File: config.mk
export PLATFORM = sky130hd
export DESIGN_NAME = alu_unit
export DESIGN_NICKNAME = d
export VERILOG_FILES = /design/src/rtl/alu_unit.sv
export SDC_FILE = /design/constraint.sdc
export NUM_CORES = 1
export LEC_CHECK = 0
export CAP_MARGIN = 20
export CORE_ASPECT_RATIO = 1.4
export CORE_MARGIN = 2
export CORE_UTILIZATION = 50
export CTS_CLUSTER_DIAMETER = 150
export DETAILED_ROUTE_END_ITERATION = 6
export PLACE_DENSITY = 0.84
export SLEW_MARGIN = 10
export SYNTH_ARGS = -nofsm -noshare
export SYNTH_HDL_FRONTEND = slang
export SYNTH_SLANG_ARGS = --single-unit
export TNS_END_PERCENT = 1
File: constraint.sdc
create_clock -name clk -period 3.6 [get_ports clk]
set_input_delay 0.72 -clock clk [delete_from_list [all_inputs] [get_ports clk]]
set_output_delay 0.72 -clock clk [all_outputs]
set_load 0.05 [all_outputs]
File: src/rtl/alu_unit.sv
// 32-bit integer ALU with a single registered output stage.
// Result, valid strobe and zero flag appear one clock after an accepted input.
module alu_unit #(
  parameter int WIDTH = 32
) (
  input  logic             clk,
  input  logic             rst,
  input  logic             in_valid,
  input  logic [3:0]       ALU_Sel,
  input  logic [WIDTH-1:0] operand_0,
  input  logic [WIDTH-1:0] operand_1,
  output logic [WIDTH-1:0] result,
  output logic             out_valid,
  output logic             zero
);

  typedef enum logic [3:0] {
    OP_ADD = 4'b0000,
    OP_SUB = 4'b0001,
    OP_AND = 4'b0010,
    OP_OR  = 4'b0011,
    OP_XOR = 4'b0100,
    OP_SLL = 4'b0101,
    OP_SRL = 4'b0110,
    OP_SRA = 4'b0111,
    OP_SLT = 4'b1000
  } alu_op_e;

  alu_op_e          op;
  logic [WIDTH-1:0] alu_res;
  logic [WIDTH-1:0] result_d, result_q;
  logic             out_valid_d, out_valid_q;

  assign op = alu_op_e'(ALU_Sel);

  // NOTE: every variable assigned in always_comb gets a default first, so no path can infer a latch.
  always_comb begin
    alu_res = '0;
    case (op)
      OP_ADD: alu_res = operand_0 + operand_1;
      OP_SUB: alu_res = operand_0 - operand_1;
      OP_AND: alu_res = operand_0 & operand_1;
      OP_OR:  alu_res = operand_0 | operand_1;
      OP_XOR: alu_res = operand_0 ^ operand_1;
      // Shifts are fixed at one bit; operand_1 never reaches them.
      OP_SLL: alu_res = {operand_0[WIDTH-2:0], 1'b0};
      OP_SRL: alu_res = {1'b0, operand_0[WIDTH-1:1]};
      OP_SRA: alu_res = {operand_0[WIDTH-1], operand_0[WIDTH-1:1]};
      OP_SLT: alu_res = {{(WIDTH-1){1'b0}}, ($signed(operand_0) < $signed(operand_1))};
      default: alu_res = '0;
    endcase
  end

  always_comb begin
    result_d    = in_valid ? alu_res : result_q;
    out_valid_d = in_valid;
  end

  // NOTE: sequential state uses non-blocking assignments so all flops update together at the edge.
  always_ff @(posedge clk) begin
    if (rst) begin
      result_q    <= '0;
      out_valid_q <= 1'b0;
    end else begin
      result_q    <= result_d;
      out_valid_q <= out_valid_d;
    end
  end

  assign result    = result_q;
  assign out_valid = out_valid_q;
  assign zero      = (result_q == '0);

endmodule

==> results of run 1 <==
==> stage by stage <==
stage | hold WS [ns] | cells | setup slack, ns | utilization | area, µm²
detailed placement | 0.475 | 1418 | -0.295 | 0.691 | 9520
CTS | 0.487 | 1426 | 0.0187 | 0.702 | 9670
finish | 0.486 | 1429 | 0.0749 | 0.718 | 9900
floorplan | 0.674 | 986 | 0.465 | - | 6970
global placement | 0.469 | 1418 | -0.242 | 0.691 | 9520
global route | 0.508 | 1429 | -0.0355 | 0.718 | 9900
==> repair_timing <==
item                       4_1_cts  5_1_grt
pin swaps                        1       10
gates resized for setup          1       38
cloned                           0        0
setup endpoints to repair        1       20
setup buffers                    0        3
==> worst paths after layout <==
check / endpoint / cells past startpoint / slack (ns)
worst max-delay path: result[30] / 13 / 0.07
worst max register to register: result[23] / 7 / 2.11
worst min register to register: result[18] / 2 / 0.49
worst min-delay path: result[18] / 2 / 0.49
==> flip-flops by register name, summed over array words and instances (netlist names) <==
name       count
result        32
out_valid      1
==> per-layer routing <==
layer	wire [µm]	track usage	share of wire	up-vias
met5	0	0	0	-
met4	1870	0.211	0.065	0
li1	-	-	-	4148
met2	13700	0.670	0.47	505
met1	10800	0.420	0.37	4186
met3	2620	0.0649	0.091	150
==> critical path: cells and delay by family <==
family,cells,cell delay [ns]
AOI/OAI and AO/OA,8,1.98
buffers and inverters,2,0.61
adders and majority gates,1,0.22
xor gates and xnor gates,1,0.09
and+or+nand+nor,1,0.07
==> cells in the final DEF (no fill, tap or decap), types with 12 or more instances in the layout <==
cell type,n
o211ai_1,15
o22ai_1,14
inv_1,107
nand2_1,72
dfxtp_1,33
o21ai_0,51
o21bai_1,12
a21o_1,14
ha_1,86
a21oi_1,105
clkdlybuf4s50_1,101
nor4_1,20
a221oi_1,17
nand3_1,24
nor3_1,16
mux2i_1,31
a211oi_1,12
nor2_1,78
buf_4,208
o21ai_1,12
==> power breakdown <==
group / switching [mW] / leakage (nW) / internal (mW)
Clock: 0.196 / 0.0621 / 0.257
Sequential: 0.0207 / 0.269 / 0.383
Combinational: 0.833 / 4.13 / 0.671
Total: 1.05 / 4.46 / 1.31
==> cells by family after synthesis <==
kind of cell | count (synthesis) | synth area share
compound gates | 376 | 0.383
simple gates | 265 | 0.186
buf+inv | 174 | 0.103
fa+ha+maj | 98 | 0.178
flops | 33 | 0.0948
mux | 32 | 0.0461
xor+xnor | 8 | 0.0101
==> final cells by class <==
type                            count  area share
Timing Repair Buffer              314       0.267
Multi-Input combinational cell    779       0.586
Clock buffer                        5      0.0126
Inverter                          110      0.0417
Tap cell                          185      0.0234
Sequential cell                    33      0.0667
Clock inverter                      3     0.00228
==> flow_summary.yaml, run 1 <==
power_and_ir_drop:
  leakage_nw: 4.46
  power.density_mw_per_mm2: 238
  power.total_mw: 2.36
  ir_worst_vdd_mv: 0.309
final_layout:
  fin_nets: 1412
  fillCellCount: 1150
  area.sequential_um2: 661
  layout-drive-gt1-share: 0.229
  multi_input_area_mm2: 0.00580
  synthToLayoutAreaGrowth_pct: 42.0
  antenna_cells: 0
flow_run:
  drv_cap: 0
sta:
  max_slew_margin: 0.447
  drv_slew: 0
  period_share: 0.979
  fin_tns_setup_ns: 0
  fin_skew_ns: 0
  finalCriticalPeriod_ns: 3.53
  fmax_mhz: 284
  hold_violations: 0
  setup_viol: 0
  rsz0062_at_grt: "true"
  tightestPinTransition_ns: 0.821
clock_network:
  tritoncts: "built"
  htreeDepth: 2
  path_clk_slew_ns: 0.07
  root_buffer: "clkbuf_16"
  cts_sinks: 33
  cts_max_path_buffers: 2
  holdBufCountCts: 0
  insertion_delay_ns: 0.29
  cts_made_buffers: 5
worst_setup_path:
  startpoint: "operand_0[6]"
  cp-start-kind: "input pin"
  crit_slowest_cell: "clkdlybuf4s50_1"
  worst-path-max-fanout: 4
  required_ns: 3.77
  r2r-start: "result[23]"
  path_class: "in -> reg"
  max_stage_delay_ns: 0.44
  crit_arrival_ns: 3.69
  path_cells: "clkdlybuf4s50_1 > buf_4 > ha_1 > a2111oi_0 > o21a_2 > nor4_4 > o21ai_2 > a2111oi_4 > o22a_2 > a221oi_2 > xnor2_1 > a221oi_1 > a211oi_1"
  end_kind: "flop"
yosys:
  synthFlopType: "dfxtp_1"
  synth_area_mm2: 0.00697
  seq_area_frac_synth: 0.0948
  synth_top_area_frac: 0.172
  yosysTopAreaCell: "ha_1"
  ys_async_sr_fraction: 0
  synth_warnings: 0
  synth-edff-count: 0
  synth_cell_types: 87
  synth_cells: 986
  syn_avg_cell_area_um2: 7.07
  synthTopCellsByCount: "108 x a21oi_1, 107 x inv_1, 96 x ha_1, 80 x nor2_1, 72 x nand2_1"
  synth_most_common_cell: "a21oi_1"
  synthTopCellsByArea: "ha_1 17%, dfxtp_1 9.5%, a21oi_1 7.8%"
  ys_ff_latch: 33
  mappedNetlistNets: 1155
floorplanning:
  rows: 51
  start_util: 0.506
  dieArea_mm2: 0.0149
  ios: 105
  die_y_um: 144
  die_x_um: 104
  core_area_mm2: 0.0138
min_path:
  min_path_type: "reg -> reg"
  hp-start: "result[18]"
route:
  drc: 0
  final_antenna_net_count: 0
  drtIter0Drc: 761
  drt-vias-per-instance: 6.29
  routed_wl_um: 28900
  vias: 8989
  first_pass_iters: 6
  wire_per_inst_um: 20.2
grt:
  antenna_found_initial: 0
  track_usage: 0.374
  grt_pass1_vias: 8837
  grt_max_degree: 42
  overflow: 0
  grt_pass1_wl_um: 45100
placed_design:
  gp_congestion: 1.02
  port_buffers: 104
  dpl.hpwl_um: 22400
status:
  status: "completed"
No activity file was read; power rests on OpenSTA's default activity.
==> run 2, diff against run 1 <==
--- a/config.mk
+++ b/config.mk
@@ -5,8 +5,9 @@
 export SDC_FILE = /design/constraint.sdc
 export NUM_CORES = 1
 export LEC_CHECK = 0
+export ABC_CLOCK_PERIOD_IN_PS = 3600
 export CAP_MARGIN = 20
-export CORE_ASPECT_RATIO = 1.4
+export CORE_ASPECT_RATIO = 0.6
 export CORE_MARGIN = 2
 export CORE_UTILIZATION = 50
 export CTS_CLUSTER_DIAMETER = 150
==> flow_summary.yaml, run 2 (synthesized netlist as in run 1, its figures left out) <==
status:
  status: "finished with violations"
  violations: "DRC"
min_path:
  hold-path-endpoint: "result[4]"
  holdPathStages: 2
  hp-start: "result[4]"
  min_path_type: "reg -> reg"
sta:
  max_slew_margin: 0.476
  period_share: 0.999
  hold_violations: 0
  rsz0062_at_grt: "true"
  finalCriticalPeriod_ns: 3.60
  drv_slew: 0
  tightestPinTransition_ns: 0.783
  fin_skew_ns: 0
  hold_slack_ns: 0.491
  setup_viol: 0
  fmax_mhz: 278
worst_setup_path:
  worst-path-buf-inv: 4
  cp-start-kind: "input pin"
  path_cells: "clkdlybuf4s50_1 > inv_1 > ha_4 > buf_6 > or3_4 > nor4_4 > a221oi_2 > nor2b_2 > a211o_1 > a222oi_1 > buf_4 > o21ai_0"
  rr_worst_depth: 7
  crit_slowest_cell: "clkdlybuf4s50_1"
  timing.rr.end: "result[23]"
  worst-path-max-fanout: 7
  r2r-start: "result[23]"
  required_ns: 3.75
  r2r_slack_ns: 1.86
  max_stage_delay_ns: 0.49
  crit_arrival_ns: 3.75
  end_kind: "flop"
  path_class: "in -> reg"
  cp_top_family: "compound AO/OA/AOI/OAI gates"
route:
  routed_wl_um: 32000
  vias: 9325
  drt-vias-per-instance: 6.45
  first_pass_iters: 7
  final_antenna_net_count: 0
  drtIter0Drc: 1183
  drc: 11
  wire_per_inst_um: 22.2
power_and_ir_drop:
  ir_worst_vdd_mv: 0.212
  leakage_nw: 4.60
  switching_share: 0.450
  p_clk_frac: 0.175
  power.switching_mw: 1.10
  combPwrFrac: 0.659
  power.total_mw: 2.45
  power.density_mw_per_mm2: 241
  pwr-share-seq: 0.165
  internal-power_mw: 1.35
floorplanning:
  dieArea_mm2: 0.0149
  rows: 33
  start_util: 0.512
  ios: 105
  core_area_mm2: 0.0136
  die_x_um: 156
  die_y_um: 95.5
flow_run:
  drv_cap: 0
grt:
  grt_pass1_wl_um: 47200
  grt_pass1_vias: 8369
  track_usage: 0.413
  overflow: 0
  antenna_found_initial: 0
  grt_max_degree: 61
final_layout:
  final_cell_mix: "231 x buf_4, 106 x inv_1, 101 x a21oi_1, 100 x clkdlybuf4s50_1, 79 x ha_1"
  synthToLayoutAreaGrowth_pct: 46.0
  post-route-util: 0.747
  antenna_cells: 0
  stdcell_area_mm2: 0.0102
  fillCellCount: 1059
  layout.cells.most_common: "buf_4"
  layout-drive-gt1-share: 0.257
  largest_reg_flops: 32
  fin_nets: 1438
clock_network:
  cts_made_buffers: 5
  insertion_delay_ns: 0.28
  tritoncts: "built"
  cts_max_path_buffers: 2
  holdBufCountCts: 0
  cts_sinks: 33
  htreeDepth: 2
  root_buffer: "clkbuf_16"
  path_clk_slew_ns: 0.06
placed_design:
  gp_congestion: 1.07
  dpl.hpwl_um: 25000
  port_buffers: 104
  dpl_cell_area_mm2: 0.00969
## run 2: stage by stage
step | std cells | TNS [ns] | setup slack [ns]
2_1_floorplan | 986 | 0 | 0.465
3_3_place_gp | 1431 | -3.60 | -0.338
3_5_place_dp | 1431 | -4.30 | -0.369
4_1_cts | 1439 | 0 | 0.00956
5_1_grt | 1445 | -0.182 | -0.0437
6_report | 1445 | 0 | 0.00433
## run 2: layer usage
metal  up-vias  global-route usage  routed length [µm]
li1       4205                   -                   -
met1      4247               0.621               14000
met2       808               0.554               12100
met3        65               0.146                5340
met4         0              0.0765                 654
met5         -                   0                   0
## run 2: timing repair
item	in CTS	in global routing
buffers inserted	0	6
resized for setup	5	57
endpoints found under the setup margin	5	20
pin swaps	2	21
## run 2: power by group through the flow
| stage | Sequential, mW | Clock (mW) | Combinational [mW] |
|---|---|---|---|
| floorplan | 0.466 | 0 | 0.740 |
| global placement | 0.412 | 0 | 1.47 |
| detailed placement | 0.411 | 0 | 1.47 |
| CTS | 0.404 | 0.428 | 1.49 |
| global route | 0.406 | 0.442 | 1.70 |
| finish | 0.405 | 0.430 | 1.62 |
## run 2: how the worst max path moves through the flow
stage	startpoint	to	slack, ns	cells after the start
CTS	operand_0[2]	result[25]	0.01	13
finish	operand_0[7]	result[11]	0.004	12
detailed placement	operand_0[0]	result[28]	-0.37	13
global route	operand_1[10]	result[29]	-0.04	14
floorplan	operand_0[0]	result[24]	0.47	12
global placement	operand_0[7]	result[28]	-0.34	13
## run 2: layout make-up
class / count / area (µm²) / area share
multi-input cells: 779 / 5880 / 0.578
flip-flops and latches: 33 / 661 / 0.0649
repair buffers: 340 / 2860 / 0.281
clock buffers: 6 / 129 / 0.0127
inverters: 110 / 413 / 0.0406
well taps: 175 / 219 / 0.0215
clock inverters: 2 / 10.0 / 0.000984
## run 2: worst register-to-register path: stages (launching register included)
cell and delay, ns:
dfxtp_1 0.35, a22oi_1 0.32, o21ai_0 0.15, a21oi_1 0.35, o211ai_1 0.17, a21oi_1 0.14
a21o_1 0.10, a211oi_1 0.04
==> run 3, diff against run 2 <==
--- a/config.mk
+++ b/config.mk
@@ -5,6 +5,7 @@
 export SDC_FILE = /design/constraint.sdc
 export NUM_CORES = 1
 export LEC_CHECK = 0
+export ABC_AREA = 1
 export ABC_CLOCK_PERIOD_IN_PS = 3600
 export CAP_MARGIN = 20
 export CORE_ASPECT_RATIO = 0.6
@@ -12,7 +13,7 @@
 export CORE_UTILIZATION = 50
 export CTS_CLUSTER_DIAMETER = 150
 export DETAILED_ROUTE_END_ITERATION = 6
-export PLACE_DENSITY = 0.84
+export PLACE_DENSITY = 0.82
 export SLEW_MARGIN = 10
 export SYNTH_ARGS = -nofsm -noshare
 export SYNTH_HDL_FRONTEND = slang
==> flow_summary.yaml, run 3 <==
status:
  status: "finished with violations"
  violations: "DRC"
worst_setup_path:
  crit_arrival_ns: 3.52
  rr_worst_depth: 2
  startpoint: "operand_0[7]"
  cpMostUsedCell: "nand2_1"
  cp-start-kind: "input pin"
  timing.rr.end: "result[17]"
  max_stage_delay_ns: 0.53
  worst-path-max-fanout: 8
  worstSetupEndpoint: "result[10]"
  path_cells: "clkdlybuf4s50_1 > inv_1 > ha_1 > nand2_1 > nand2_1 > nand2_1 > nand2_1 > inv_1 > nand3_1 > a21oi_1 > o21ai_0 > buf_4 > nand3_1 > buf_4 > nand2_1 > a21oi_1"
  end_kind: "flop"
  r2r-start: "result[17]"
  r2r_slack_ns: 2.89
  required_ns: 3.81
  path_class: "in -> reg"
  crit_slowest_cell: "clkdlybuf4s50_1"
grt:
  grt_pass1_vias: 9070
  grt_max_degree: 34
  grt_pass1_wl_um: 53300
  track_usage: 0.397
  antenna_found_initial: 1
  overflow: 0
yosys:
  synth_area_mm2: 0.00828
  seq_area_frac_synth: 0.0798
  syn_avg_cell_area_um2: 5.46
  synth-edff-count: 0
  yosysTopAreaCell: "nand2_1"
  mappedNetlistNets: 1686
  synthTopCellsByCount: "464 x nand2_1, 279 x inv_1, 126 x nand3_1, 104 x nor2_1, 96 x ha_1"
  synthFlopType: "dfxtp_1"
  synth_cell_types: 47
  ys_ff_latch: 33
  synth_cells: 1517
  synth_most_common_cell: "nand2_1"
  synth_warnings: 0
  synthTopCellsByArea: "nand2_1 21%, ha_1 15%, inv_1 13%"
  ys_async_sr_fraction: 0
  synth_top_area_frac: 0.210
route:
  first_pass_iters: 7
  wire_per_inst_um: 19.3
  drtIter0Drc: 1481
  drc: 1
  routed_wl_um: 35700
  vias: 10471
  final_antenna_net_count: 0
  drt-vias-per-instance: 5.65
sta:
  timing.final.ws_setup_ns: 0.290
  hold_slack_ns: 0.478
  setup_viol: 0
  hold_violations: 0
  max_slew_margin: 0.502
  period_share: 0.920
  rsz0062_at_grt: "false"
  drv_slew: 0
  fin_tns_setup_ns: 0
  finalCriticalPeriod_ns: 3.31
  fmax_mhz: 302
  tightestPinTransition_ns: 0.738
  fin_skew_ns: 0
power_and_ir_drop:
  switching_share: 0.486
  leakage_nw: 5.37
  power.total_mw: 2.38
  pwr-share-seq: 0.170
  internal-power_mw: 1.22
  combPwrFrac: 0.620
  ir_worst_vdd_mv: 0.206
  p_clk_frac: 0.210
  power.density_mw_per_mm2: 241
  power.switching_mw: 1.16
final_layout:
  largest_reg_flops: 32
  layout.cells.most_common: "nand2_1"
  layout-drive-gt1-share: 0.107
  fin_nets: 1810
  synthToLayoutAreaGrowth_pct: 19.5
  post-route-util: 0.610
  final_cell_mix: "464 x nand2_1, 279 x inv_1, 126 x nand3_1, 104 x nor2_1, 104 x clkdlybuf4s50_1"
floorplanning:
  start_util: 0.510
  rows: 36
  core_area_mm2: 0.0162
  die_y_um: 104
  die_x_um: 170
  ios: 105
  dieArea_mm2: 0.0176
clock_network:
  post_cts_buffers: 0
  cts_sinks: 33
  htreeDepth: 2
  post_cts_resized: 0
  cts_max_path_buffers: 2
  path_clk_slew_ns: 0.05
  insertion_delay_ns: 0.28
  cts_made_buffers: 5
  tritoncts: "built"
  root_buffer: "clkbuf_16"
  holdBufCountCts: 0
placed_design:
  port_buffers: 104
  gp_congestion: 1.07
  dpl.hpwl_um: 30200
  place_ws_ns: 0.108
flow_run:
  drv_cap: 0
min_path:
  min_path_type: "reg -> reg"
-- run 3: how the worst min path moves through the flow --
stage	from	slack, ns	to	cells after the start
global route	result[3]	0.50	result[3]	2
finish	result[3]	0.48	result[3]	2
floorplan	result[2]	0.70	result[2]	2
detailed placement	result[3]	0.47	result[3]	2
global placement	result[11]	0.47	result[11]	2
CTS	result[3]	0.48	result[3]	2
-- run 3: cell families after synthesis --
family,synth area share
AO/OA/AOI/OAI,0.146
adder cells (fa/ha/maj),0.150
buffers and inverters,0.187
flip-flops,0.0798
AND/OR/NAND/NOR,0.437
-- run 3: metrics by stage --
step	instance area, µm²	instances
after global placement	9710	1843
after global routing	9890	1851
final	9890	1852
after detailed placement	9710	1843
after floorplan	8280	1517
after CTS	9890	1851
-- run 3: cell type report --
type	instances	area [µm²]
Timing Repair Buffer	174	1580
Fill cell	1617	6330
Sequential cell	33	661
Antenna cell	1	2.50
Clock inverter	1	30.0
Clock buffer	7	143
Multi-Input combinational cell	1124	6070
Inverter	303	1140
Tap cell	209	262
-- run 3: critical path: cells and delay by family --
kind	cells	cell delay (ns)
AO/OA/AOI/OAI	3	0.46
adder cells (fa/ha/maj)	1	0.47
buffers and inverters	5	1.03
AND/OR/NAND/NOR	7	0.84
-- run 3: routing by layer --
metal	wire [µm]	vias up	global-route usage
li1	-	5039	-
met3	6370	46	0.168
met4	442	0	0.0482
met2	12100	721	0.482
met5	0	-	0
met1	16800	4665	0.631
-- run 3: power by group through the flow --
| stage | Combinational, mW | Clock (mW) | Sequential (mW) |
|---|---|---|---|
| 4_1_cts | 1.42 | 0.496 | 0.405 |
| 3_5_place_dp | 1.41 | 0 | 0.412 |
| 6_report | 1.48 | 0.500 | 0.406 |
| 3_3_place_gp | 1.41 | 0 | 0.412 |
| 5_1_grt | 1.58 | 0.510 | 0.408 |
| 2_1_floorplan | 0.832 | 0 | 0.481 |
